<file path="src/rtl/dot_matrix_scan_capture_if.sv">
// Scan-side and read-side signal bundle of the dot-matrix capture block.
// The driver (or bench) holds the master view; the capture block holds the slave view.
interface dot_matrix_scan_capture_if;
  logic [3:0]  column_seg;
  logic [15:0] in_column;
  logic        COLUMN_CLK;
  logic        OUT_CLR;
  logic        ERR_CLR;
  logic [3:0]  rd_column;
  logic [15:0] rd_data;
  logic        FRAME_DONE;
  logic [7:0]  frame_cnt;
  logic        SEQ_ERR;
  logic        STALL;
  logic        BUSY;

  modport master (
    output column_seg, in_column, COLUMN_CLK, OUT_CLR, ERR_CLR, rd_column,
    input  rd_data, FRAME_DONE, frame_cnt, SEQ_ERR, STALL, BUSY
  );

  modport slave (
    input  column_seg, in_column, COLUMN_CLK, OUT_CLR, ERR_CLR, rd_column,
    output rd_data, FRAME_DONE, frame_cnt, SEQ_ERR, STALL, BUSY
  );
endinterface

</file>
<file path="src/rtl/dot_matrix_scan_capture.sv">
// Display-side capture of the 16x16 dot-matrix column scan.
// Columns arrive one per COLUMN_CLK rising edge into a shadow buffer; when the
// last column lands the whole frame is copied to the committed buffer, which is
// what the registered read port exposes. Ordering and strobe-timeout problems
// are reported through sticky flags.
module dot_matrix_scan_capture #(
  parameter int COLS    = 16,
  parameter int TIMEOUT = 1024
) (
  input  logic                    CLK,
  input  logic                    RESET,
  dot_matrix_scan_capture_if.slave bus
);

  localparam int             TW       = (TIMEOUT > 1) ? $clog2(TIMEOUT) : 1;
  localparam logic [TW-1:0]  TLAST    = TW'(TIMEOUT - 1);
  localparam logic [3:0]     LAST_COL = 4'(COLS - 1);
  localparam logic [4:0]     NCOLS    = 5'(COLS);

  typedef enum logic {
    IDLE,
    CAPTURE
  } state_t;

  state_t        state, state_next;
  logic [3:0]    expected, expected_next;
  logic [TW-1:0] tcnt, tcnt_next;
  logic          col_clk_q;

  logic [15:0]   shadow    [16];
  logic [15:0]   committed [16];

  logic [15:0]   rd_q;
  logic          done_q;
  logic [7:0]    cnt_q;
  logic          seq_q;
  logic          stall_q;

  logic          strobe;
  logic          in_range;
  logic [15:0]   word;
  logic          wr_en;
  logic          commit;
  logic          seq_set;
  logic          stall_set;

  // The strobe is a level; only its rising edge carries a column.
  assign strobe   = bus.COLUMN_CLK & ~col_clk_q;
  assign word     = bus.OUT_CLR ? 16'h0000 : bus.in_column;
  assign in_range = {1'b0, bus.column_seg} < NCOLS;

  // Next-state decode: column acceptance, commit, error and timeout decisions.
  always_comb begin
    state_next    = state;
    expected_next = expected;
    tcnt_next     = tcnt;
    wr_en         = 1'b0;
    commit        = 1'b0;
    seq_set       = 1'b0;
    stall_set     = 1'b0;

    if (strobe) begin
      tcnt_next = '0;
      if (state == IDLE) begin
        // Only column 0 starts a frame; anything else is silently skipped so
        // the capture resynchronises to the next frame start.
        if (bus.column_seg == 4'd0) begin
          wr_en      = 1'b1;
          state_next = CAPTURE;
        end
      end else if (in_range && (bus.column_seg == expected)) begin
        wr_en = 1'b1;
      end else begin
        seq_set = 1'b1;
        if (bus.column_seg == 4'd0) begin
          // A fresh column 0 mid-frame is taken as the start of a new frame.
          wr_en = 1'b1;
        end else begin
          state_next    = IDLE;
          expected_next = '0;
        end
      end

      if (wr_en) begin
        if (bus.column_seg == LAST_COL) begin
          // Stay in CAPTURE with expected=0 so the next frame can follow
          // back-to-back.
          commit        = 1'b1;
          expected_next = '0;
        end else begin
          expected_next = bus.column_seg + 4'd1;
        end
      end
    end else if (state == CAPTURE) begin
      if (tcnt == TLAST) begin
        stall_set     = 1'b1;
        tcnt_next     = '0;
        state_next    = IDLE;
        expected_next = '0;
      end else begin
        tcnt_next = tcnt + TW'(1);
      end
    end
  end

  // Sequencer registers: state, expected column, timeout counter, strobe history.
  always_ff @(posedge CLK or posedge RESET) begin
    if (RESET) begin
      state     <= IDLE;
      expected  <= '0;
      tcnt      <= '0;
      col_clk_q <= 1'b0;
    end else begin
      state     <= state_next;
      expected  <= expected_next;
      tcnt      <= tcnt_next;
      col_clk_q <= bus.COLUMN_CLK;
    end
  end

  // Status: frame-done pulse, frame counter and sticky error flags (set beats clear).
  always_ff @(posedge CLK or posedge RESET) begin
    if (RESET) begin
      done_q  <= 1'b0;
      cnt_q   <= '0;
      seq_q   <= 1'b0;
      stall_q <= 1'b0;
    end else begin
      done_q  <= commit;
      if (commit) begin
        cnt_q <= cnt_q + 8'd1;
      end
      seq_q   <= seq_set   | (seq_q   & ~bus.ERR_CLR);
      stall_q <= stall_set | (stall_q & ~bus.ERR_CLR);
    end
  end

  // Frame stores and read port; the commit merges the final column on the fly,
  // and the read samples the committed buffer before the commit lands.
  always_ff @(posedge CLK or posedge RESET) begin
    if (RESET) begin
      for (int i = 0; i < 16; i++) begin
        shadow[i]    <= '0;
        committed[i] <= '0;
      end
      rd_q <= '0;
    end else begin
      if (wr_en) begin
        shadow[bus.column_seg] <= word;
      end
      if (commit) begin
        for (int i = 0; i < 16; i++) begin
          committed[i] <= (4'(i) == bus.column_seg) ? word : shadow[i];
        end
      end
      if ({1'b0, bus.rd_column} < NCOLS) begin
        rd_q <= committed[bus.rd_column];
      end else begin
        rd_q <= 16'h0000;
      end
    end
  end

  assign bus.rd_data    = rd_q;
  assign bus.FRAME_DONE = done_q;
  assign bus.frame_cnt  = cnt_q;
  assign bus.SEQ_ERR    = seq_q;
  assign bus.STALL      = stall_q;
  assign bus.BUSY       = (state == CAPTURE) && (expected != 4'd0);

endmodule

</file>
<file path="src/flat_wrapper.sv">
// flat-port wrapper written by rule: the top's interface ports become plain ports
module dot_matrix_scan_capture_flat 
#(
  parameter int COLS    = 16,
  parameter int TIMEOUT = 1024
)
  (CLK, RESET, bus_column_seg, bus_in_column, bus_COLUMN_CLK, bus_OUT_CLR, bus_ERR_CLR, bus_rd_column, bus_rd_data, bus_FRAME_DONE, bus_frame_cnt, bus_SEQ_ERR, bus_STALL, bus_BUSY);
  dot_matrix_scan_capture_if bus_i ();
  input  logic CLK;
  input  logic RESET;
  input wire logic [$bits(bus_i.column_seg)-1:0] bus_column_seg;
  input wire logic [$bits(bus_i.in_column)-1:0] bus_in_column;
  input wire logic [$bits(bus_i.COLUMN_CLK)-1:0] bus_COLUMN_CLK;
  input wire logic [$bits(bus_i.OUT_CLR)-1:0] bus_OUT_CLR;
  input wire logic [$bits(bus_i.ERR_CLR)-1:0] bus_ERR_CLR;
  input wire logic [$bits(bus_i.rd_column)-1:0] bus_rd_column;
  output wire logic [$bits(bus_i.rd_data)-1:0] bus_rd_data;
  output wire logic [$bits(bus_i.FRAME_DONE)-1:0] bus_FRAME_DONE;
  output wire logic [$bits(bus_i.frame_cnt)-1:0] bus_frame_cnt;
  output wire logic [$bits(bus_i.SEQ_ERR)-1:0] bus_SEQ_ERR;
  output wire logic [$bits(bus_i.STALL)-1:0] bus_STALL;
  output wire logic [$bits(bus_i.BUSY)-1:0] bus_BUSY;
  assign bus_i.column_seg = bus_column_seg;
  assign bus_i.in_column = bus_in_column;
  assign bus_i.COLUMN_CLK = bus_COLUMN_CLK;
  assign bus_i.OUT_CLR = bus_OUT_CLR;
  assign bus_i.ERR_CLR = bus_ERR_CLR;
  assign bus_i.rd_column = bus_rd_column;
  assign bus_rd_data = bus_i.rd_data;
  assign bus_FRAME_DONE = bus_i.FRAME_DONE;
  assign bus_frame_cnt = bus_i.frame_cnt;
  assign bus_SEQ_ERR = bus_i.SEQ_ERR;
  assign bus_STALL = bus_i.STALL;
  assign bus_BUSY = bus_i.BUSY;
  dot_matrix_scan_capture #(.COLS(COLS), .TIMEOUT(TIMEOUT)) u_core (.CLK(CLK), .RESET(RESET), .bus(bus_i));
endmodule
</file>
<file path="config.mk">
export PLATFORM = sky130hd
export DESIGN_NAME = dot_matrix_scan_capture_flat
export DESIGN_NICKNAME = d
export VERILOG_FILES = /design/src/rtl/dot_matrix_scan_capture_if.sv /design/src/rtl/dot_matrix_scan_capture.sv /design/src/flat_wrapper.sv
export SDC_FILE = /design/constraint.sdc
export NUM_CORES = 1
export LEC_CHECK = 0
export BUFFER_PORTS_ARGS = -buffer_cell sky130_fd_sc_hd__buf_2
export CAP_MARGIN = 40
export CORE_MARGIN = 8
export CORE_UTILIZATION = 60
export DETAILED_ROUTE_END_ITERATION = 12
export PLACE_DENSITY = 0.74
export SYNTH_ARGS = -nofsm -noshare
export SYNTH_HDL_FRONTEND = slang
export SYNTH_SLANG_ARGS = --single-unit
</file>
<file path="constraint.sdc">
create_clock -name CLK -period 26.8 [get_ports CLK]
set_input_delay 5.36 -clock CLK [delete_from_list [all_inputs] [get_ports CLK]]
set_output_delay 5.36 -clock CLK [all_outputs]
set_load 0.01 [all_outputs]
</file>
==> impl_metrics.tcl, run 1 <==
set metrics [dict create \
    worstMarginPinSlew_ps 978 \
    r2r_start "u_core.col_clk_q" \
    finalSetupViolCount 0 \
    clock_path_buffers 3 \
    grt_pass1_vias 17644 \
    dieWidth_um 214 \
    final_nets 2241 \
    synth.top_cell.area_share_pct 57.1 \
    p_leak_nw 11.9 \
    reg2reg_slack_ps 22840 \
    slew_viol_final 0 \
    grt_overflow 0 \
    antenna_found_initial 0 \
    grt_first_pass_wirelength_mm 102 \
    grt_busiest_layer "met2" \
    use_met1_pct 38.5 \
    grt_use_total_pct 28.1 \
    synth_flop_cell "dfrtp_1" \
    endpoint_kind "flop" \
    h-tree-depth 2 \
    synth_cell_types 38 \
    cts.repair.resized 0 \
    drtAntennaViolNets 0 \
    worstReg2RegEnd "u_core.shadow[89]" \
    ys_seq_elements 539 \
    dieArea_mm2 0.0460 \
    setup_tns_ps 0 \
    post_cts_buffers 0 \
    dpl.hpwl_mm 39.6 \
    cp_data_arrival_time_ps 8940 \
    start_util_pct 61.0 \
    vias 17722 \
    fin_crit_ps 8480 \
    startpoint_type "input pin" \
    avgSynthCellArea_um2 10.6 \
    yosysWarnings 0 \
    vias_per_cell 6.41 \
    grt_use_met3_pct 5.81 \
    die_h_um 214 \
    fin_worst_skew_ps 23.3 \
    reg2reg_depth 7 \
    hp-class "reg -> reg" \
    cts_hold_buf 0 \
    area_delta_synth_final_pct 11.8 \
    whs_ps 469 \
    endpoint "u_core.shadow[89]" \
    rsz0062_at_grt "false" \
    wl_per_cell_um 23.4 \
    grt_max_degree 160 \
    use_met2_pct 43.9 \
    synth_area_mm2 0.0236 \
    root_buffer "clkbuf_16" \
    maxCapViolations 0 \
    cp-startpoint "bus_COLUMN_CLK" \
    post-route-period-util_pct 31.6 \
    io_buffer_count 56 \
    worstSetupPathType "in -> reg" \
    synth_edf_count 0 \
    place_congestion 0.811 \
    synthTopCellsByArea "dfrtp_1 (57%), a22o_1 (8.3%), mux4_2 (7.6%)" \
    yosysTopAreaCell "dfrtp_1" \
    rows 72 \
    cts_buffers 54 \
    powerDensity_mw_per_mm2 64.6 \
    cts.sinks 539 \
    timing.fmax_mhz 118 \
    routed_wl_mm 64.6 \
    core_mm2 0.0387 \
    cts_tree "yes" \
    dr.pass1.iters 6 \
    hold_viol_final 0 \
    clk_pin_slew_ps 60 \
    drcViolationCount 0 \
    async_flop_share_pct 100 \
    drt_iter0_drc 2091 \
    clkLatencyLatePin_ps 610 \
    post_route_cells_drive_above_1_share_pct 13.1 \
    run_status "finished clean" \
    max_slew_margin_pct 34.6 \
    synth_fp_nets 2271 \
    diodes 0 \
    worstPathRequired_ps 27270 \
    num_io_pins 57 \
    worst-path-max-fanout 67 \
    ys_seq_area_share_pct 57.1 \
    peakVddDrop_mv 0.0416 \
    synthCells 2236 \
]
[cells by family (layout without fill, tap and decap cells)]
kind of cell	Yosys count	after routing	share of synthesized area (%)
AND/OR/NAND/NOR	621	621	10.5
adder cells (fa/ha/maj)	6	6	0.318
XOR/XNOR	16	16	0.657
AO/OA/AOI/OAI	760	760	20.0
buffers and inverters	214	223	3.79
flip-flops	539	539	57.1
multiplexers	80	80	7.63
[layout by cell type, fill, tap and decap left out, types with 4 or more instances in the layout]
cell and n:
dfrtp_1 539, nand2_1 287, nor2_1 270, o21ai_0 261, a21oi_1 249, a22o_1 225, mux4_2 80, clkbuf_16 55
buf_2 55, buf_4 36, nand2b_1 20, nand3_1 19, a21o_1 16, clkbuf_8 15, buf_8 15, clkbuf_1 12
xnor2_1 10, buf_16 10, ha_1 6, clkinv_2 6, inv_1 5, nand4_1 5, bufinv_16 5, xor2_1 4
buf_12 4
[registers in the layout (all words and copies together) (netlist names)]
name	count
u_core.shadow	240
u_core.bus.STALL	1
u_core.state	1
u_core.bus.SEQ_ERR	1
u_core.bus.FRAME_DONE	1
u_core.col_clk_q	1
u_core.bus.frame_cnt	8
u_core.tcnt	10
u_core.bus.rd_data	16
u_core.expected	4
u_core.committed	256
[routing by layer]
layer  part of all wire, %  up-vias
li1                      -     7845
met1                    41     8990
met2                    47      745
met3                   8.1      142
met4                   3.5        0
met5                     0        -
[Yosys cell counts (2+ instances only)]
| library cell | n |
|---|---|
| buf_1 | 4 |
| clkbuf_1 | 155 |
| ha_1 | 6 |
| a22o_1 | 225 |
| o21ai_0 | 261 |
| nand3_1 | 19 |
| xnor2_1 | 10 |
| a21oi_1 | 249 |
| and4_1 | 2 |
| a32o_1 | 3 |
| buf_2 | 44 |
| nand2b_1 | 20 |
| dfrtp_1 | 539 |
| inv_1 | 6 |
| nand2_1 | 288 |
| nor3_1 | 4 |
| mux4_2 | 80 |
| nor2b_1 | 3 |
| xor2_1 | 4 |
| or3_1 | 2 |
| nor2_1 | 270 |
| and3_1 | 2 |
| xnor2_2 | 2 |
| nand4_1 | 5 |
| a21o_1 | 16 |
| buf_6 | 5 |
[power breakdown]
part | total (mW) | internal, mW | switching [mW]
clock | 0.784 | 0.464 | 0.320
sequential | 0.833 | 0.825 | 0.00796
combinational | 0.0880 | 0.0285 | 0.0595
[worst min path at each step]
stage | from | to | slack [ps] | cells past startpoint
4_1_cts | u_core.bus.frame_cnt[7] | u_core.bus.frame_cnt[7] | 470 | 1
6_report | u_core.bus.frame_cnt[7] | u_core.bus.frame_cnt[7] | 470 | 1
2_1_floorplan | u_core.committed[0] | u_core.committed[0] | 440 | 1
3_3_place_gp | u_core.committed[0] | u_core.committed[0] | 450 | 1
5_1_grt | u_core.committed[8] | u_core.committed[8] | 490 | 1
3_5_place_dp | u_core.committed[1] | u_core.committed[1] | 460 | 1
[metrics by stage]
stage	cell area, µm²	util [%]	std cells	setup slack, ps	power (mW)
floorplan	23600	-	2236	6370	0.903
global placement	24000	61.9	2637	17510	0.926
detailed placement	24600	63.4	2667	17850	0.935
CTS	26400	68.1	2762	18430	1.71
global route	26400	68.2	2763	18220	1.75
finish	26400	68.2	2763	18320	1.70
[critical path, stage by stage]
cell	delay, ps
buf_2	90
nor2b_1	310
buf_4	250
nand2_1	180
o21ai_4	630
buf_4	710
nand3_1	860
a22o_1	500
[cell type report]
cell class | count | area [µm²]
Multi-Input combinational cell | 1483 | 9260
Timing Repair Buffer | 122 | 1150
Clock inverter | 13 | 198
Fill cell | 2775 | 12300
Sequential cell | 539 | 13500
Clock buffer | 82 | 1630
Tap cell | 518 | 648
Inverter | 6 | 30.0
Power figures use the tool's default switching activity.
==> run 2: changes to the inputs <==
Settings changed: ABC_AREA set to 1.
Clock period 26.8 ns to 7.9 ns, I/O delays scaled along.
==> impl_metrics.tcl, run 2 <==
set metrics [dict create \
    peakVddDrop_mv 0.200 \
    yosysTopAreaCell "dfrtp_1" \
    start_util_pct 60.4 \
    setup_tns_ps 0 \
    place_congestion 0.869 \
    cp_data_arrival_time_ps 4870 \
    clkLatencyLatePin_ps 600 \
    cp_cell_sequence "buf_2 > inv_1 > ha_1 > nand3_2 > nand2_1 > buf_4 > nand2_8 > buf_16 > buf_4 > buf_16 > nand2_1 > o21ai_0" \
    wl_per_cell_um 17.2 \
    post_route_cells_drive_above_1_share_pct 7.60 \
    grt_pass1_vias 18999 \
    worst-path-buf-inv 6 \
    worstSetupPathType "in -> reg" \
    synth_most_common_cell "nand2_1" \
    dr.pass1.iters 7 \
    synth_cell_types 32 \
    dieArea_mm2 0.0476 \
    clock_path_buffers 3 \
    slew_viol_final 0 \
    power_frac_clock_pct 46.1 \
    vias_per_cell 5.73 \
    diodes 0 \
    r2r_start "u_core.col_clk_q" \
    antenna_found_initial 1 \
    hp-class "reg -> reg" \
    synth.top_cell.area_share_pct 55.0 \
    rows 74 \
    final_common_cell "nand2_1" \
    h-tree-depth 2 \
    grt_use_total_pct 25.5 \
    worstPathRequired_ps 8360 \
    drt_iter0_drc 2157 \
    drtAntennaViolNets 0 \
    maxCapViolations 0 \
    timing.fmax_mhz 227 \
    synth_fp_nets 3034 \
    fillCellCount 3280 \
    ys_seq_area_share_pct 55.0 \
    worst-path-max-fanout 155 \
    drcViolationCount 0 \
    synth_area_mm2 0.0245 \
    startpoint_type "input pin" \
    cts_hold_buf 0 \
    io_buffer_count 56 \
    cts_tree "yes" \
    p_int_mw 4.68 \
    regMostFlops "u_core.committed" \
    rsz0062_at_grt "false" \
    fin_worst_skew_ps 14.2 \
    root_buffer "clkbuf_16" \
    dpl.hpwl_mm 36.4 \
    synth_flop_cell "dfrtp_1" \
    area_delta_synth_final_pct 11.4 \
    synth_commonest_cells "nand2_1 (903), o21ai_0 (725), dfrtp_1 (539)" \
    hold_viol_final 0 \
    p_leak_nw 12.0 \
    async_flop_share_pct 100 \
    synth_edf_count 0 \
    finalPower_mw 6.08 \
    routed_wl_mm 60.1 \
    cts_buffers 55 \
    grt_overflow 0 \
    post_cts_buffers 0 \
    fin_crit_ps 4410 \
    powerDensity_mw_per_mm2 223 \
    ys_seq_elements 539 \
    cp-startpoint "bus_column_seg[0]" \
    finalSetupViolCount 0 \
    core_mm2 0.0406 \
    final_cells 3492 \
    cp_slowest_cell "nand3_2" \
    cp_top_family "buffers and inverters" \
    clk_pin_slew_ps 60 \
    combPwrFrac_pct 6.7 \
    dieWidth_um 218 \
    vias 20009 \
    post-route-period-util_pct 55.9 \
    run_status "finished clean" \
    synthTopCellsByArea "dfrtp_1 (55%), o21ai_0 (15%), nand2_1 (14%)" \
    die_h_um 218 \
    grt_max_degree 176 \
    cts.repair.resized 0 \
    slowest_delay_ps 500 \
    final_nets 2953 \
    switching_power_mw 1.39 \
    worstMarginPinSlew_ps 1080 \
    endpoint_kind "flop" \
    yosysWarnings 0 \
    cts.sinks 539 \
    grt_first_pass_wirelength_mm 99.8 \
    seqPwrFrac_pct 47.2 \
    switching_share_pct 23.0 \
    hp-start "u_core.committed[252]" \
    largest_reg_flops 256 \
    max_slew_margin_pct 28.1 \
    synthCells 2999 \
    dp.cells 3393 \
    mostFrequentLayoutCells "nand2_1 (903), o21ai_0 (725), dfrtp_1 (539), inv_1 (175), nand3_1 (117)" \
    avgSynthCellArea_um2 8.17 \
    num_io_pins 57 \
]
run 2: cell count changes in the layout (fill, tap and decap cells not counted), moves of 66 or more:
cell,previous run,this run
a21oi_1,249,81
nand3_1,19,117
inv_1,5,175
a22o_1,225,1
o21ai_1,0,66
nand2_1,287,903
mux4_2,80,0
o21ai_0,261,725
nor2_1,270,25
run 2: kinds of logic after synthesis:
family          synth area share, %
simple gates                   17.4
compound gates                 19.9
flops                          55.0
buf+inv                        7.08
xor+xnor                      0.214
fa+ha+maj                     0.306
run 2: per-layer routing:
| layer | routed length (µm) | GRT usage (%) |
|---|---|---|
| met5 | 13 | 0 |
| met4 | 1750 | 8.71 |
| met3 | 3990 | 4.11 |
| met2 | 27600 | 40.3 |
| met1 | 26800 | 35.8 |
run 2: layout make-up:
cell class	instances	area [µm²]	area share, %
sequential	539	13500	49.4
multi-input combinational	2028	9310	34.1
clock buffer	86	1750	6.40
timing repair buffer	117	1170	4.29
inverter	177	668	2.45
tap	532	666	2.44
clock inverter	13	243	0.889
run 2: final timing paths:
path	endpoint	slack [ps]	cells after the start
max in group asynchronous	u_core.committed[85]	5560	4
setup reg to reg	u_core.committed[172]	4390	10
min in group asynchronous	u_core.shadow[17]	850	2
hold reg to reg	u_core.committed[252]	480	2
setup / recovery	u_core.committed[172]	3490	12
hold / removal	u_core.committed[252]	480	2
run 2: stage by stage:
stage	instance area, µm²	hold slack (ps)	worst slack, ps	util (%)
2_1_floorplan	24500	447	-1010	-
3_3_place_gp	24700	460	2830	60.9
3_5_place_dp	25300	467	3060	62.4
4_1_cts	27300	481	3680	67.3
5_1_grt	27300	494	3330	67.3
6_report	27300	480	3490	67.3
run 2: power by group through the flow:
stage / clock network, mW / logic (mW) / registers, mW
final: 2.80 / 0.409 / 2.87
after global routing: 2.95 / 0.463 / 2.87
after CTS: 2.85 / 0.412 / 2.87
after detailed placement: 0 / 0.409 / 2.91
after global placement: 0 / 0.385 / 2.91
after floorplan: 0 / 0.268 / 2.91
run 2: worst reg2reg max path: cells and delay by family (launching register included):
family                 cells  cell delay [ps]
AO/OA/AOI/OAI              1               90
buffers and inverters      4             1310
flip-flops                 1              390
AND/OR/NAND/NOR            5             1570
==> run 3: changes to the inputs <==
Settings changed: CORE_UTILIZATION 60 to 57.
Clock period 7.9 ns to 3.6 ns, I/O delays scaled along.
==> impl_metrics.tcl, run 3 (same netlist as run 2, synthesis figures left out) <==
set metrics [dict create \
    finalPower_mw 13.0 \
    maxCapViolations 0 \
    final_nets 2965 \
    hold_viol_final 0 \
    grt_pass1_vias 18749 \
    routed_wl_mm 60.0 \
    slew_viol_final 0 \
    clk_pin_slew_ps 60 \
    drtAntennaViolNets 0 \
    cts.sinks 539 \
    root_buffer "clkbuf_16" \
    cp_data_arrival_time_ps 3060 \
    vias_per_cell 5.69 \
    cts_tree "yes" \
    stdcell_area_mm2 0.0270 \
    rsz0062_at_grt "false" \
    cp_slowest_cell "nand2_1" \
    startpoint_type "flop" \
    num_io_pins 57 \
    post_cts_buffers 0 \
    post-route-period-util_pct 71.0 \
    drt_iter0_drc 2290 \
    clkLatencyLatePin_ps 610 \
    fin_crit_ps 2560 \
    rows 76 \
    cts_buffers 56 \
    dieArea_mm2 0.0499 \
    vias 20010 \
    finalSetupViolCount 0 \
    drcViolationCount 0 \
    worst-path-max-fanout 32 \
    powerDensity_mw_per_mm2 483 \
    largest_reg_flops 256 \
    regMostFlops "u_core.committed" \
    fin_worst_skew_ps 16.6 \
    worstMarginPinSlew_ps 881 \
    h-tree-depth 2 \
    io_buffer_count 56 \
    mostFrequentLayoutCells "nand2_1 (903), o21ai_0 (725), dfrtp_1 (539), inv_1 (175), nand3_1 (117)" \
    final_common_cell "nand2_1" \
    cp_cell_sequence "nor2_4 > inv_1 > nor2_1 > nand3_1 > nand2_1 > buf_4 > nand2_1 > o21ai_0" \
    dieWidth_um 223 \
    antenna_found_initial 0 \
    path_common_cell "nand2_1" \
    cts_hold_buf 0 \
    fillCellCount 3585 \
    post_route_cells_drive_above_1_share_pct 7.87 \
    start_util_pct 57.3 \
    core_mm2 0.0428 \
    placed_cell_area_mm2 0.0251 \
    worstSetupPathType "reg -> reg" \
    grt_overflow 0 \
    die_h_um 223 \
    grt_use_total_pct 24.0 \
    timing.fmax_mhz 391 \
    dr.pass1.iters 5 \
    clock_path_buffers 3 \
    area_delta_synth_final_pct 10.2 \
    p_leak_nw 11.9 \
    post-route-util_pct 63.1 \
    place_congestion 0.853 \
    grt_first_pass_wirelength_mm 99.2 \
    setup_tns_ps 0 \
    slowest_delay_ps 550 \
    max_slew_margin_pct 41.2 \
    endpoint_kind "flop" \
    run_status "finished clean" \
    wl_per_cell_um 17.1 \
    diodes 0 \
    cts.repair.resized 0 \
    worstPathRequired_ps 4100 \
    hp-class "in -> async" \
    peakVddDrop_mv 0.376 \
    grt_max_degree 97 \
    dpl.hpwl_mm 36.8 \
]
## run 3: cell count changes in the layout (fill, tap and decap cells not counted), sizes merged
cell and delta:
buf +11, clkbuf -3, bufinv -3, inv +3, clkinv +5
## run 3: critical path: cells and delay by family, from the launching register on
family	cells	cell delay, ps
and+or+nand+nor	5	1210
AOI/OAI and AO/OA	1	440
buffers and inverters	2	410
DFF	1	390
## run 3: final cells by class
cell class	count	area (µm²)	area share, %
Inverter	177	668	2.48
Multi-Input combinational cell	2028	9310	34.5
Clock buffer	83	1660	6.17
Sequential cell	539	13500	50.0
Timing Repair Buffer	128	975	3.61
Clock inverter	18	204	0.756
Tap cell	546	683	2.53
## run 3: power by group
part	internal (mW)	switching, mW	leakage (nW)
Clock	3.47	2.39	0.927
Sequential	6.21	0.0806	7.46
Combinational	0.260	0.639	3.46
## run 3: per-stage QoR
| step | worst slack (ps) | cells | hold slack [ps] |
|---|---|---|---|
| 2_1_floorplan | -4450 | 2999 | 447 |
| 3_3_place_gp | 805 | 3417 | 460 |
| 3_5_place_dp | 660 | 3418 | 468 |
| 4_1_cts | 1090 | 3519 | 131 |
| 5_1_grt | 768 | 3519 | 159 |
| 6_report | 1040 | 3519 | 145 |
## run 3: worst paths after layout
path	slack (ps)	startpoint	depth (start not counted)	end
setup / recovery	1040	u_core.col_clk_q	8	u_core.shadow[153]
hold / removal	140	RESET	2	u_core.shadow[122]
setup reg to reg	1040	u_core.col_clk_q	8	u_core.shadow[153]
hold reg to reg	480	u_core.shadow[164]	2	u_core.shadow[164]
max in group asynchronous	2270	RESET	4	u_core.committed[224]
min in group CLK	250	bus_COLUMN_CLK	1	u_core.col_clk_q
## run 3: layer usage
metal  track usage (%)  up-vias  part of all wire [%]
met5                 0        -                     0
met4              5.35        0                   1.6
met3              4.28       79                   6.8
met2              38.5      649                    46
met1              34.0     9582                    45
li1                  -     9700                     -
